**src/rtl/pattern_seq_ctrl.sv**
```systemverilog
// Pattern memory owner and playback sequencer: host writes while idle, step-triggered streaming otherwise.
// Optional build macro PATTERN_LOOP_EN adds i_loop for repeating playback until stop.
module pattern_seq_ctrl #(
   parameter int unsigned ADDR_W = 10,
   parameter int unsigned DATA_W = 16
) (
   input  logic              clk,
   input  logic              rst,
   input  logic              i_host_we,
   input  logic [ADDR_W-1:0] i_host_addr,
   input  logic [DATA_W-1:0] i_host_wdata,
   input  logic              i_start,
   input  logic              i_stop,
   input  logic [ADDR_W-1:0] i_length,
   input  logic              i_step,
`ifdef PATTERN_LOOP_EN
   input  logic              i_loop,
`endif
   output logic              o_mem_we,
   output logic [ADDR_W-1:0] o_mem_addr,
   output logic [DATA_W-1:0] o_mem_wdata,
   input  logic [DATA_W-1:0] i_mem_rdata,
   output logic [DATA_W-1:0] o_pat_data,
   output logic [ADDR_W-1:0] o_pat_index,
   output logic              o_pat_valid,
   input  logic              i_pat_ready,
   output logic              o_busy,
   output logic              o_done,
   output logic              o_host_err,
   output logic              o_step_ovr
);

   typedef enum logic [1:0] {
      S_IDLE    = 2'd0,
      S_ARM     = 2'd1,
      S_READ    = 2'd2,
      S_PRESENT = 2'd3
   } state_t;

   state_t            r_state;
   logic [ADDR_W-1:0] r_index;
   logic [ADDR_W-1:0] r_len_q;
   logic [DATA_W-1:0] r_pat_data;
   logic              r_pat_valid;
   logic              r_done;
   logic              r_host_err;
   logic              r_step_ovr;
   logic              w_idle;
   logic              w_last;
   logic              w_loop;

   assign w_idle = (r_state == S_IDLE);
   assign w_last = (r_index == (r_len_q - ADDR_W'(1)));

`ifdef PATTERN_LOOP_EN
   logic r_loop_q;
   assign w_loop = r_loop_q;
`else
   assign w_loop = 1'b0;
`endif

   // Sequencer: stop has priority over every other request once playback is running.
   always_ff @(posedge clk or posedge rst) begin
      if (rst) begin
         r_state     <= S_IDLE;
         r_index     <= '0;
         r_len_q     <= '0;
         r_pat_data  <= '0;
         r_pat_valid <= 1'b0;
         r_done      <= 1'b0;
         r_host_err  <= 1'b0;
         r_step_ovr  <= 1'b0;
`ifdef PATTERN_LOOP_EN
         r_loop_q    <= 1'b0;
`endif
      end else begin
         r_done     <= 1'b0;
         r_host_err <= i_host_we && !w_idle;
         r_step_ovr <= i_step && (r_state != S_ARM);

         if (!w_idle && i_stop) begin
            r_state     <= S_IDLE;
            r_pat_valid <= 1'b0;
         end else begin
            case (r_state)
               S_IDLE: begin
                  if (i_start) begin
                     if (i_length == '0) begin
                        r_host_err <= 1'b1;
                     end else begin
                        r_state <= S_ARM;
                        r_index <= '0;
                        r_len_q <= i_length;
`ifdef PATTERN_LOOP_EN
                        r_loop_q <= i_loop;
`endif
                     end
                  end
               end
               S_ARM: begin
                  if (i_step) begin
                     r_state <= S_READ;
                  end
               end
               S_READ: begin
                  r_pat_data  <= i_mem_rdata;
                  r_pat_valid <= 1'b1;
                  r_state     <= S_PRESENT;
               end
               S_PRESENT: begin
                  if (i_pat_ready) begin
                     r_pat_valid <= 1'b0;
                     if (w_last) begin
                        r_done <= 1'b1;
                        if (w_loop) begin
                           r_index <= '0;
                           r_state <= S_ARM;
                        end else begin
                           r_state <= S_IDLE;
                        end
                     end else begin
                        r_index <= r_index + ADDR_W'(1);
                        r_state <= S_ARM;
                     end
                  end
               end
               default: r_state <= S_IDLE;
            endcase
         end
      end
   end

   // Memory port belongs to the host only while idle; otherwise it is the read address.
   always_comb begin
      o_mem_we    = 1'b0;
      o_mem_addr  = r_index;
      o_mem_wdata = i_host_wdata;
      if (w_idle) begin
         o_mem_we   = i_host_we;
         o_mem_addr = i_host_addr;
      end
   end

   assign o_pat_data  = r_pat_data;
   assign o_pat_index = r_index;
   assign o_pat_valid = r_pat_valid;
   assign o_busy      = !w_idle;
   assign o_done      = r_done;
   assign o_host_err  = r_host_err;
   assign o_step_ovr  = r_step_ovr;

endmodule
```
**config.mk**
```make
export PLATFORM = sky130hd
export DESIGN_NAME = pattern_seq_ctrl
export DESIGN_NICKNAME = d
export VERILOG_FILES = /design/src/rtl/pattern_seq_ctrl.sv
export SDC_FILE = /design/constraint.sdc
export NUM_CORES = 1
export LEC_CHECK = 0
export ABC_AREA = 0
export BUFFER_PORTS_ARGS = -buffer_cell sky130_fd_sc_hd__buf_2
export CAP_MARGIN = 20
export CELL_PAD_IN_SITES_DETAIL_PLACEMENT = 0
export CELL_PAD_IN_SITES_GLOBAL_PLACEMENT = 1
export CORE_MARGIN = 2
export CORE_UTILIZATION = 37
export DETAILED_ROUTE_END_ITERATION = 12
export HOLD_SLACK_MARGIN = 0.05
export PLACE_DENSITY = 0.9
export REMOVE_ABC_BUFFERS = 1
export SLEW_MARGIN = 0
export SYNTH_ARGS = -nofsm -noshare
export SYNTH_HDL_FRONTEND = slang
export SYNTH_SLANG_ARGS = --single-unit
export TNS_END_PERCENT = 1
```
**constraint.sdc**
```tcl
create_clock -name clk -period 9.1 [get_ports clk]
set_input_delay 0.455 -clock clk [delete_from_list [all_inputs] [get_ports clk]]
set_output_delay 0.455 -clock clk [all_outputs]
set_load 0.02 [all_outputs]
```
# After elaboration in Yosys (flattened, before gate mapping)

Cells that the tools add are included.

Output and inout port bits: 58
Register bits: 42
Bits of input ports: 59
Word-level logic and storage cells: 63

$add $sub $neg: 2
Equality and inequality tests: 13
Reductions and logical operators: 13
Multiplexer cells: 25
Bitwise gates (word level): 2

Operators with widths:

| kind                                                                    | number |
|---|---|
| 10-bit two-way mux                                                      | 5 |
| 10-bit one-hot mux with 2 select lines                                  | 1 |
| 1-bit two-way mux                                                       | 12 |
| 10-bit by 1-bit adder with 10-bit output, second input constant         | 1 |
| 10-bit equality test                                                    | 1 |
| 10-bit logical NOT                                                      | 1 |
| 2-bit two-way mux                                                       | 5 |
| 10-bit by 1-bit subtractor with 10-bit output, second input constant    | 1 |
| 3-bit inequality test, second input constant                            | 3 |
| 2-bit inequality test, second input constant                            | 4 |
| 2-bit one-hot mux with 4 select lines                                   | 1 |
| 4-bit AND reduction                                                     | 2 |
| 6-bit AND reduction                                                     | 1 |
| 2-bit equality test, second input constant                              | 2 |
| 2-bit AND reduction                                                     | 2 |
| 1-bit logical AND                                                       | 3 |
| 3-bit by 2-bit inequality test with 1-bit output, second input constant | 1 |
| 3-bit nonzero test                                                      | 1 |
| 2-bit by 1-bit equality test with 1-bit output, second input constant   | 1 |
| 2-bit logical NOT                                                       | 1 |
| 2-bit by 1-bit inequality test with 1-bit output, second input constant | 1 |
| 1-bit NOT                                                               | 2 |
| 1-bit one-hot mux with 2 select lines                                   | 1 |
| 2-bit nonzero test                                                      | 1 |
| 1-bit logical NOT                                                       | 1 |

# Longest topological paths before layout

Gate-level depths: netlist (run 1).

Word-level depth: 7
Gate-level depth with buffers: 12
Depth with buffers taken out: 9

# Worst setup path after synthesis (run 1)

OpenSTA, ideal clock, no wires.

Kind: register to register
From: register r_len_q[0]
To: register r_index[0], in the netlist o_pat_index[0]
Period minus slack after synthesis: 2.892 ns
Setup slack: 6.208 ns
Arrival: 2.767 ns
Cell stages (with the launch flop): 13
Library setup time: 0.125 ns
Buffers on the path: 3
Required time: 8.975 ns
Cells stage by stage: dfrtp_1 clkbuf_1 inv_1 ha_1 buf_6 nor2b_4 or3_1 a32o_1 or4_4 nor2_4 buf_6 nor2_4 mux2_2

Longest elaborated chain between the ends: 4

RTL lines:

| what                                          | line | source |
|---|---|---|
| start: declaration                            | 42   | `logic [ADDR_W-1:0] r_len_q;` |
| start signal: assignment                      | 93   | `r_len_q <= i_length;` |
| 10-bit by 1-bit subtractor with 10-bit output | 53   | `assign w_last = (r_index == (r_len_q - ADDR_W'(1)));` |
| 10-bit equality test                          | 53   |  |
| 2-bit inequality test (no source line)        | n/a  |  |
| 6-bit AND reduction (no source line)          | n/a  |  |
| end signal: assignment                        | 122  | `r_index <= r_index + ADDR_W'(1);` |
| end: declaration                              | 41   | `logic [ADDR_W-1:0] r_index;` |

Every way passes these cells.
A chain may end at the register's enable or synchronous reset.

# Final worst setup path (run 1)

Same ends and word-level chain as after synthesis.

==> qor.yml, run 1 <==
postCtsSetupBuffers: 0
post_cts_resized: 0
tns_ns: 0
num_io_pins: 117
antenna_cells: 0
synth-seq-cells: 42
core_area_um2: 7140
cap_viol_max_count: 0
h-tree-depth: 2
finalCritPeriodShare: 0.331
holdWs_ns: 0.289
synth.cell_area_um2: 2690
p_per_area_nw_per_um2: 340
drt-wirelength-per-cell_um: 15.2
cpMostUsedCell: "nor2_4"
slew_violations: 0
cp_data_arrival_time_ns: 3.19
total_power_mw: 1.08
peakVddDrop_mv: 0.0990
seq_area_um2: 1050
finalClockSkew_ns: 0.00418
gp_congestion: 0.832
synthTopCellsByCount: "42 x dfrtp_1, 32 x mux2_2, 23 x nand2_1"
worst_setup_path_end_kind: "flip-flop"
cts-hold-fix-buffers: 0
syn_to_final_growth_pct: 18.3
cts_buffers: 5
fmax_mhz: 332
numPortBuffers: 84
rows: 31
worst_pin_slew_ns: 0.750
rsz0062_at_grt: "no"
yosysMostFrequentCell: "dfrtp_1"
clk_latency_ns: 0.29
grt_max_degree: 43
dieWidth_um: 89.3
cp_max_fo: 12
synth_ff_type: "dfrtp_1"
ys_seq_area_frac: 0.391
design_area_um2: 3180
synth_edf_count: 0
multi_input_area_um2: 1390
ys_types: 62
cts_sinks: 42
cp_slowest_cell: "or4_4"
num-fill-cells: 742
die_h_um: 89.3
cts_tree: "yes"
crit-reg2reg-launch: "r_len_q[0]"
root_buffer: "clkbuf_8"
synth_top_area_share: 0.391
synthesis.instances: 263
finalHoldViolations: 0
dp_hpwl_um: 5020
synth_largest_area_cell: "dfrtp_1"
slew_headroom: 0.498
cellLeakagePower_nw: 1.50
drt_iter0_markers: 88
synth_area_leaders: "dfrtp_1 39%, mux2_2 13%, buf_4 4.7%, ha_1 3.3%, nand2_1 3.2%"
start_util: 0.377
critPathLaunch: "r_len_q[0]"
routed_via_density: 5.13
ys_warn_count: 0
clk_pin_slew_ns: 0.08
setup_viol: 0
drc_errors: 0
cts.path.max_buffers: 2
drt-total-wl_um: 6460
synthArstFlopShare: 1.00
antenna_found_initial: 0
dr.pass1.iters: 4
gr-total-overflow: 0
place_ws_ns: 6.09
drive_gt1_frac: 0.437
grt_pass1_wl_um: 9850
track_usage: 0.158
vias: 2186
setup.worst_path.class: "flip-flop to flip-flop"
hp-class: "input pin to async pin"
utilization: 0.446
die_area_um2: 7970
period_needed_ns: 3.01
place_inst: 418
first_global_vias: 2034
detail-route-antenna-nets: 0
post_dp_cell_area_um2: 3050
instances_no_fill: 426
start_kind: "flip-flop"
cpPeakStageDelay_ns: 0.57
outcome: "complete, no violations"
nNetsFinal: 392
avgSynthCellArea_um2: 10.2
fin_ws_ns: 6.09
cp_cell_sequence: "inv_1, ha_1, and2b_1, or3_1, a32o_1, or4_4, nor2_4, nor2_4, mux2_2"
cp.required_ns: 9.28
[logic make-up after synthesis]
family | count (synthesis) | synth area share
AND/OR/NAND/NOR | 76 | 0.166
AO/OA/AOI/OAI | 52 | 0.139
buffers and inverters | 42 | 0.0930
flip-flops | 42 | 0.391
multiplexers | 34 | 0.141
XOR/XNOR | 10 | 0.0377
adder cells (fa/ha/maj) | 7 | 0.0325
[per-layer routing]
layer / global-route usage / up-vias / part of all wire
li1: - / 1057 / -
met1: 0.202 / 1022 / 0.44
met2: 0.259 / 105 / 0.46
met3: 0.0563 / 2 / 0.10
met4: 0.0339 / 0 / 0.0039
met5: 0 / - / 0
[layout make-up]
class / instances / area share
Timing Repair Buffer: 86 / 0.137
Multi-Input combinational cell: 179 / 0.437
Sequential cell: 42 / 0.330
Clock inverter: 3 / 0.0216
Inverter: 12 / 0.0142
Clock buffer: 5 / 0.0216
Tap cell: 99 / 0.0389
[power by group]
group / switching [mW] / leakage [nW] / internal [mW]
combinational: 0.307 / 0.912 / 0.247
clock: 0.0650 / 0.0683 / 0.110
sequential: 0.0879 / 0.521 / 0.265
total: 0.460 / 1.50 / 0.622
[final timing paths]
check / end / slack, ns / cells past startpoint
worst min-delay path: o_pat_data[4] / 0.29 / 3
worst max register to register: o_pat_index[0] / 6.09 / 9
worst min register to register: o_pat_data[4] / 0.50 / 1
min in group clk: o_host_err / 0.39 / 2
worst max-delay path: o_pat_index[0] / 6.09 / 9
max in group asynchronous: o_pat_index[6] / 8.45 / 3
[worst max-delay path: cells and delay by family (launching register included)]
kind	cells	cell delay, ns
AO/OA/AOI/OAI	1	0.27
flip-flops	1	0.47
adder cells (fa/ha/maj)	1	0.37
AND/OR/NAND/NOR	5	1.42
multiplexers	1	0.29
buffers and inverters	1	0.11
[layout by cell type, fill, tap and decap left out, types with 3 or more instances in the layout]
cell type  count
o2bb2ai_1      3
clkbuf_8       5
xnor2_1        5
mux2_2        32
nand3_1        9
xor2_1         4
dfrtp_1       42
nor2_1         7
buf_2         84
nor3_1         5
ha_1           7
nor4_1         4
nand2_1       23
o21ai_0       14
or4_1          3
or3_1          3
o211ai_1       6
o41ai_1        3
inv_1         12
a21oi_1        3
[sequential cells by signal (all words and copies together), names as in the netlist]
| signal | count |
|---|---|
| o_host_err | 1 |
| o_pat_index | 10 |
| r_len_q | 10 |
| o_pat_valid | 1 |
| o_pat_data | 16 |
| r_state | 2 |
| o_done | 1 |
| o_step_ovr | 1 |
(Power assumes the default switching activity.)
==> inputs of run 2 (changes only) <==
--- a/config.mk
+++ b/config.mk
@@ -11,10 +11,10 @@
 export CELL_PAD_IN_SITES_DETAIL_PLACEMENT = 0
 export CELL_PAD_IN_SITES_GLOBAL_PLACEMENT = 1
 export CORE_MARGIN = 2
-export CORE_UTILIZATION = 37
+export CORE_UTILIZATION = 32
 export DETAILED_ROUTE_END_ITERATION = 12
 export HOLD_SLACK_MARGIN = 0.05
-export PLACE_DENSITY = 0.9
+export PLACE_DENSITY = 0.83
 export REMOVE_ABC_BUFFERS = 1
 export SLEW_MARGIN = 0
 export SYNTH_ARGS = -nofsm -noshare
==> constraint.sdc (replaced) <==
create_clock -name clk -period 2.6 [get_ports clk]
set_input_delay 0.13 -clock clk [delete_from_list [all_inputs] [get_ports clk]]
set_output_delay 0.13 -clock clk [all_outputs]
set_load 0.02 [all_outputs]
==> qor.yml, run 2 (synthesized netlist as in run 1, its figures left out) <==
drc_errors: 0
gp_congestion: 0.836
p_switching_mw: 1.68
layout_common_cells: "84 x buf_2, 42 x dfrtp_1, 32 x mux2_2, 23 x nand2_1, 19 x buf_4"
drt_iter0_markers: 101
dieWidth_um: 95.7
period_needed_ns: 2.52
p_per_area_nw_per_um2: 1170
detail-route-antenna-nets: 0
slew_headroom: 0.551
antenna_found_initial: 0
cts_buffers: 5
setup_viol: 0
outcome: "complete, no violations"
antenna_cells: 0
first_global_vias: 2223
finalClockSkew_ns: 0.00562
clk_latency_ns: 0.29
p_seq_frac: 0.303
routed_via_density: 5.00
dr.pass1.iters: 4
grt_pass1_wl_um: 11000
h-tree-depth: 2
peakVddDrop_mv: 0.490
setup.worst_path.class: "flip-flop to flip-flop"
utilization: 0.412
root_buffer: "clkbuf_8"
grt_max_degree: 27
largest_register_ffs: 16
drt-wirelength-per-cell_um: 15.2
cellLeakagePower_nw: 1.60
p_clk_frac: 0.130
cp_max_fo: 7
nNetsFinal: 412
cts_sinks: 42
drive_gt1_frac: 0.481
cp_data_arrival_time_ns: 2.71
worst_pin_slew_ns: 0.667
gr-total-overflow: 0
rsz0062_at_grt: "yes"
hp-class: "input pin to flip-flop"
clk_pin_slew_ns: 0.08
cts_tree: "yes"
rows: 33
drt-total-wl_um: 6890
worst_setup_path_end_kind: "flip-flop"
finalHoldViolations: 0
p_sw_frac: 0.429
cts.path.max_buffers: 2
holdWs_ns: 0.0685
dp_hpwl_um: 5330
total_power_mw: 3.93
vias: 2259
die_h_um: 95.7
fmax_mhz: 397
pwr-share-comb: 0.567
cp.required_ns: 2.79
finalCritPeriodShare: 0.969
postCtsSetupBuffers: 0
num_io_pins: 117
numPortBuffers: 84
track_usage: 0.153
core_area_um2: 8180
start_util: 0.329
start_kind: "flip-flop"
final_common_cell: "buf_2"
cap_viol_max_count: 0
syn_to_final_growth_pct: 25.2
die_area_um2: 9160
p_int_mw: 2.24
slew_violations: 0
run 2: cell types whose count changed in the layout (fill, tap and decap cells not counted), moves of 2 or more:
cell,previous run,this run
inv_2,0,2
clkinv_2,0,2
o21ai_0,14,12
inv_1,12,10
o21ai_1,0,2
buf_4,2,19
run 2: timing repair:
item | 4_1_cts | 5_1_grt
gates cloned | 1 | 0
setup endpoints to repair | 11 | 11
resized for setup | 5 | 4
endpoints found under the hold margin | 0 | 24
pin swaps | 2 | 5
hold buffers | 0 | 1
run 2: power by group through the flow:
stage	Clock (mW)	Sequential [mW]	Combinational (mW)
finish	0.510	1.19	2.23
global route	0.550	1.23	2.47
detailed placement	0	1.20	2.16
CTS	0.525	1.19	2.23
global placement	0	1.18	2.13
floorplan	0	1.41	1.22
run 2: layout make-up:
type / count / area [µm²]
repair buffers: 105 / 601
fillers: 847 / 4810
inverters: 12 / 45.0
flip-flops and latches: 42 / 1050
well taps: 105 / 131
clock buffers: 5 / 68.8
multi-input cells: 180 / 1430
clock inverters: 3 / 40.0
run 2: path summary, 6_finish.rpt:
path	slack [ns]	start	cells after the start	to
worst max-delay path	0.08	r_len_q[1]	9	o_pat_index[5]
worst min-delay path	0.07	i_mem_rdata[14]	2	o_pat_data[14]
worst max register to register	0.08	r_len_q[1]	9	o_pat_index[5]
worst min register to register	0.50	o_pat_data[12]	1	o_pat_data[12]
max in group asynchronous	1.71	rst	5	o_pat_index[4]
min in group asynchronous	0.26	rst	3	o_pat_data[10]
run 2: critical path, stage by stage, from the launching register on:
cell and delay [ns]:
dfrtp_1 0.40, inv_2 0.09, ha_4 0.17, and2b_1 0.19, or3_1 0.30, a32o_1 0.27, or4_4 0.47, o211ai_1 0.27
o41ai_1 0.11, a21o_1 0.15
run 2: metrics by stage:
| step | cells | setup WS [ns] | TNS [ns] | area [µm²] |
|---|---|---|---|---|
| 2_1_floorplan | 233 | -0.492 | -2.55 | 2490 |
| 3_3_place_gp | 441 | -0.105 | -0.472 | 3180 |
| 3_5_place_dp | 441 | -0.189 | -1.44 | 3180 |
| 4_1_cts | 450 | 0.0309 | 0 | 3320 |
| 5_1_grt | 452 | -0.0832 | -0.270 | 3370 |
| 6_report | 452 | 0.0807 | 0 | 3370 |
run 2: per-layer routing:
metal,vias up,part of all wire,global-route usage
li1,1093,-,-
met1,1059,0.44,0.191
met2,102,0.47,0.256
met3,5,0.080,0.0446
met4,0,0.0052,0.0476
met5,-,0,0
==> inputs of run 3 (changes only) <==
--- a/config.mk
+++ b/config.mk
@@ -10,7 +10,6 @@
 export CAP_MARGIN = 20
 export CELL_PAD_IN_SITES_DETAIL_PLACEMENT = 0
 export CELL_PAD_IN_SITES_GLOBAL_PLACEMENT = 1
-export CORE_MARGIN = 2
 export CORE_UTILIZATION = 32
 export DETAILED_ROUTE_END_ITERATION = 12
 export HOLD_SLACK_MARGIN = 0.05
==> qor.yml, run 3 (synthesized netlist as in run 1, its figures left out) <==
die_h_um: 93.7
numPortBuffers: 84
pwr-share-comb: 0.579
drc_errors: 0
period_needed_ns: 2.51
cts_buffers: 5
worst_setup_path_end_kind: "flip-flop"
detail-route-antenna-nets: 0
postCtsSetupBuffers: 0
largest_register_ffs: 16
clk_latency_ns: 0.30
place_inst: 442
instances_no_fill: 464
p_switching_mw: 1.72
clk_pin_slew_ns: 0.09
p_int_mw: 2.16
h-tree-depth: 2
slew_headroom: 0.577
drive_gt1_frac: 0.465
p_per_area_nw_per_um2: 1120
routed_via_density: 5.05
rows: 33
cap_viol_max_count: 0
dieWidth_um: 93.7
p_sw_frac: 0.442
grt_max_degree: 43
drt-total-wl_um: 6970
vias: 2345
dp_hpwl_um: 5200
num-fill-cells: 819
dr.pass1.iters: 4
finalHoldViolations: 0
root_buffer: "clkbuf_8"
gp_congestion: 0.870
nNetsFinal: 424
cellLeakagePower_nw: 1.63
antenna_cells: 0
cts.path.max_buffers: 2
num_io_pins: 117
fmax_mhz: 399
final_common_cell: "buf_2"
grt_pass1_wl_um: 11000
cp_data_arrival_time_ns: 2.70
hp-class: "input pin to flip-flop"
cts_tree: "yes"
track_usage: 0.162
total_power_mw: 3.88
die_area_um2: 8780
drt_iter0_markers: 85
gr-total-overflow: 0
start_kind: "flip-flop"
layout_common_cells: "84 x buf_2, 42 x dfrtp_1, 32 x mux2_2, 23 x nand2_1, 20 x buf_4"
finalCritPeriodShare: 0.964
worst_pin_slew_ns: 0.629
core_area_um2: 8180
first_global_vias: 2196
cp_max_fo: 7
start_util: 0.329
finalClockSkew_ns: 0.00518
utilization: 0.422
setup.worst_path.class: "flip-flop to flip-flop"
p_seq_frac: 0.306
p_clk_frac: 0.115
syn_to_final_growth_pct: 28.2
antenna_found_initial: 0
outcome: "complete, no violations"
cp.required_ns: 2.79
drt-wirelength-per-cell_um: 15.0
peakVddDrop_mv: 0.450
slew_violations: 0
setup_viol: 0
cts_sinks: 42
[run 3: cell type report]
| class | instances | area [µm²] | area share |
|---|---|---|---|
| timing repair buffer | 117 | 701 | 0.203 |
| multi-input combinational | 180 | 1430 | 0.414 |
| clock inverter | 3 | 25.0 | 0.00725 |
| inverter | 12 | 45.0 | 0.0131 |
| sequential | 42 | 1050 | 0.305 |
| tap | 105 | 131 | 0.0381 |
| clock buffer | 5 | 68.8 | 0.0199 |
[run 3: path summary, 6_finish.rpt]
check / startpoint / endpoint / slack [ns] / depth (start not counted)
setup reg to reg: r_len_q[0] / o_pat_index[0] / 0.09 / 10
hold / removal: i_mem_rdata[2] / o_pat_data[2] / 0.06 / 2
max in group asynchronous: rst / r_len_q[6] / 1.73 / 4
setup / recovery: r_len_q[0] / o_pat_index[0] / 0.09 / 10
min in group asynchronous: rst / o_pat_data[10] / 0.48 / 4
hold reg to reg: o_pat_data[9] / o_pat_data[9] / 0.51 / 1
[run 3: power groups by stage]
stage | Combinational, mW | Sequential, mW | Clock, mW
after floorplan | 1.22 | 1.41 | 0
after global placement | 2.13 | 1.18 | 0
after detailed placement | 2.17 | 1.20 | 0
after CTS | 2.23 | 1.19 | 0.466
after global routing | 2.46 | 1.23 | 0.494
final | 2.25 | 1.19 | 0.444
[run 3: metrics by stage]
stage	TNS [ns]	setup slack [ns]	instance area, µm²	hold WS [ns]
2_1_floorplan	-2.55	-0.492	2490	0.247
3_3_place_gp	-0.221	-0.0745	3190	0.260
3_5_place_dp	-0.603	-0.122	3190	0.260
4_1_cts	0	0.0176	3430	0.0504
5_1_grt	-0.0177	-0.0177	3450	0.0570
6_report	0	0.0947	3450	0.0615
[run 3: worst max-delay path, stage by stage, from the launching register on]
cell and delay, ns:
dfrtp_1 0.37, inv_2 0.06, ha_4 0.17, buf_4 0.15
o21bai_1 0.18, a211oi_2 0.31, nor4_4 0.09, or4_4 0.54
nor2_4 0.21, nor2_4 0.05, mux2_2 0.25
[run 3: layer usage]
layer / share of wire / routed length (µm) / vias to the layer above / track usage
li1: - / - / 1129 / -
met1: 0.45 / 3120 / 1112 / 0.212
met2: 0.46 / 3220 / 99 / 0.262
met3: 0.084 / 587 / 5 / 0.0518
met4: 0.0060 / 42 / 0 / 0.0346
met5: 0 / 0 / - / 0
[run 3: repair_timing]
item,4_1_cts,5_1_grt
endpoints found under the setup margin,10,9
cloned,1,0
resized for setup,4,3
pin swaps,2,3
hold endpoints to repair,53,1
hold buffers,12,1
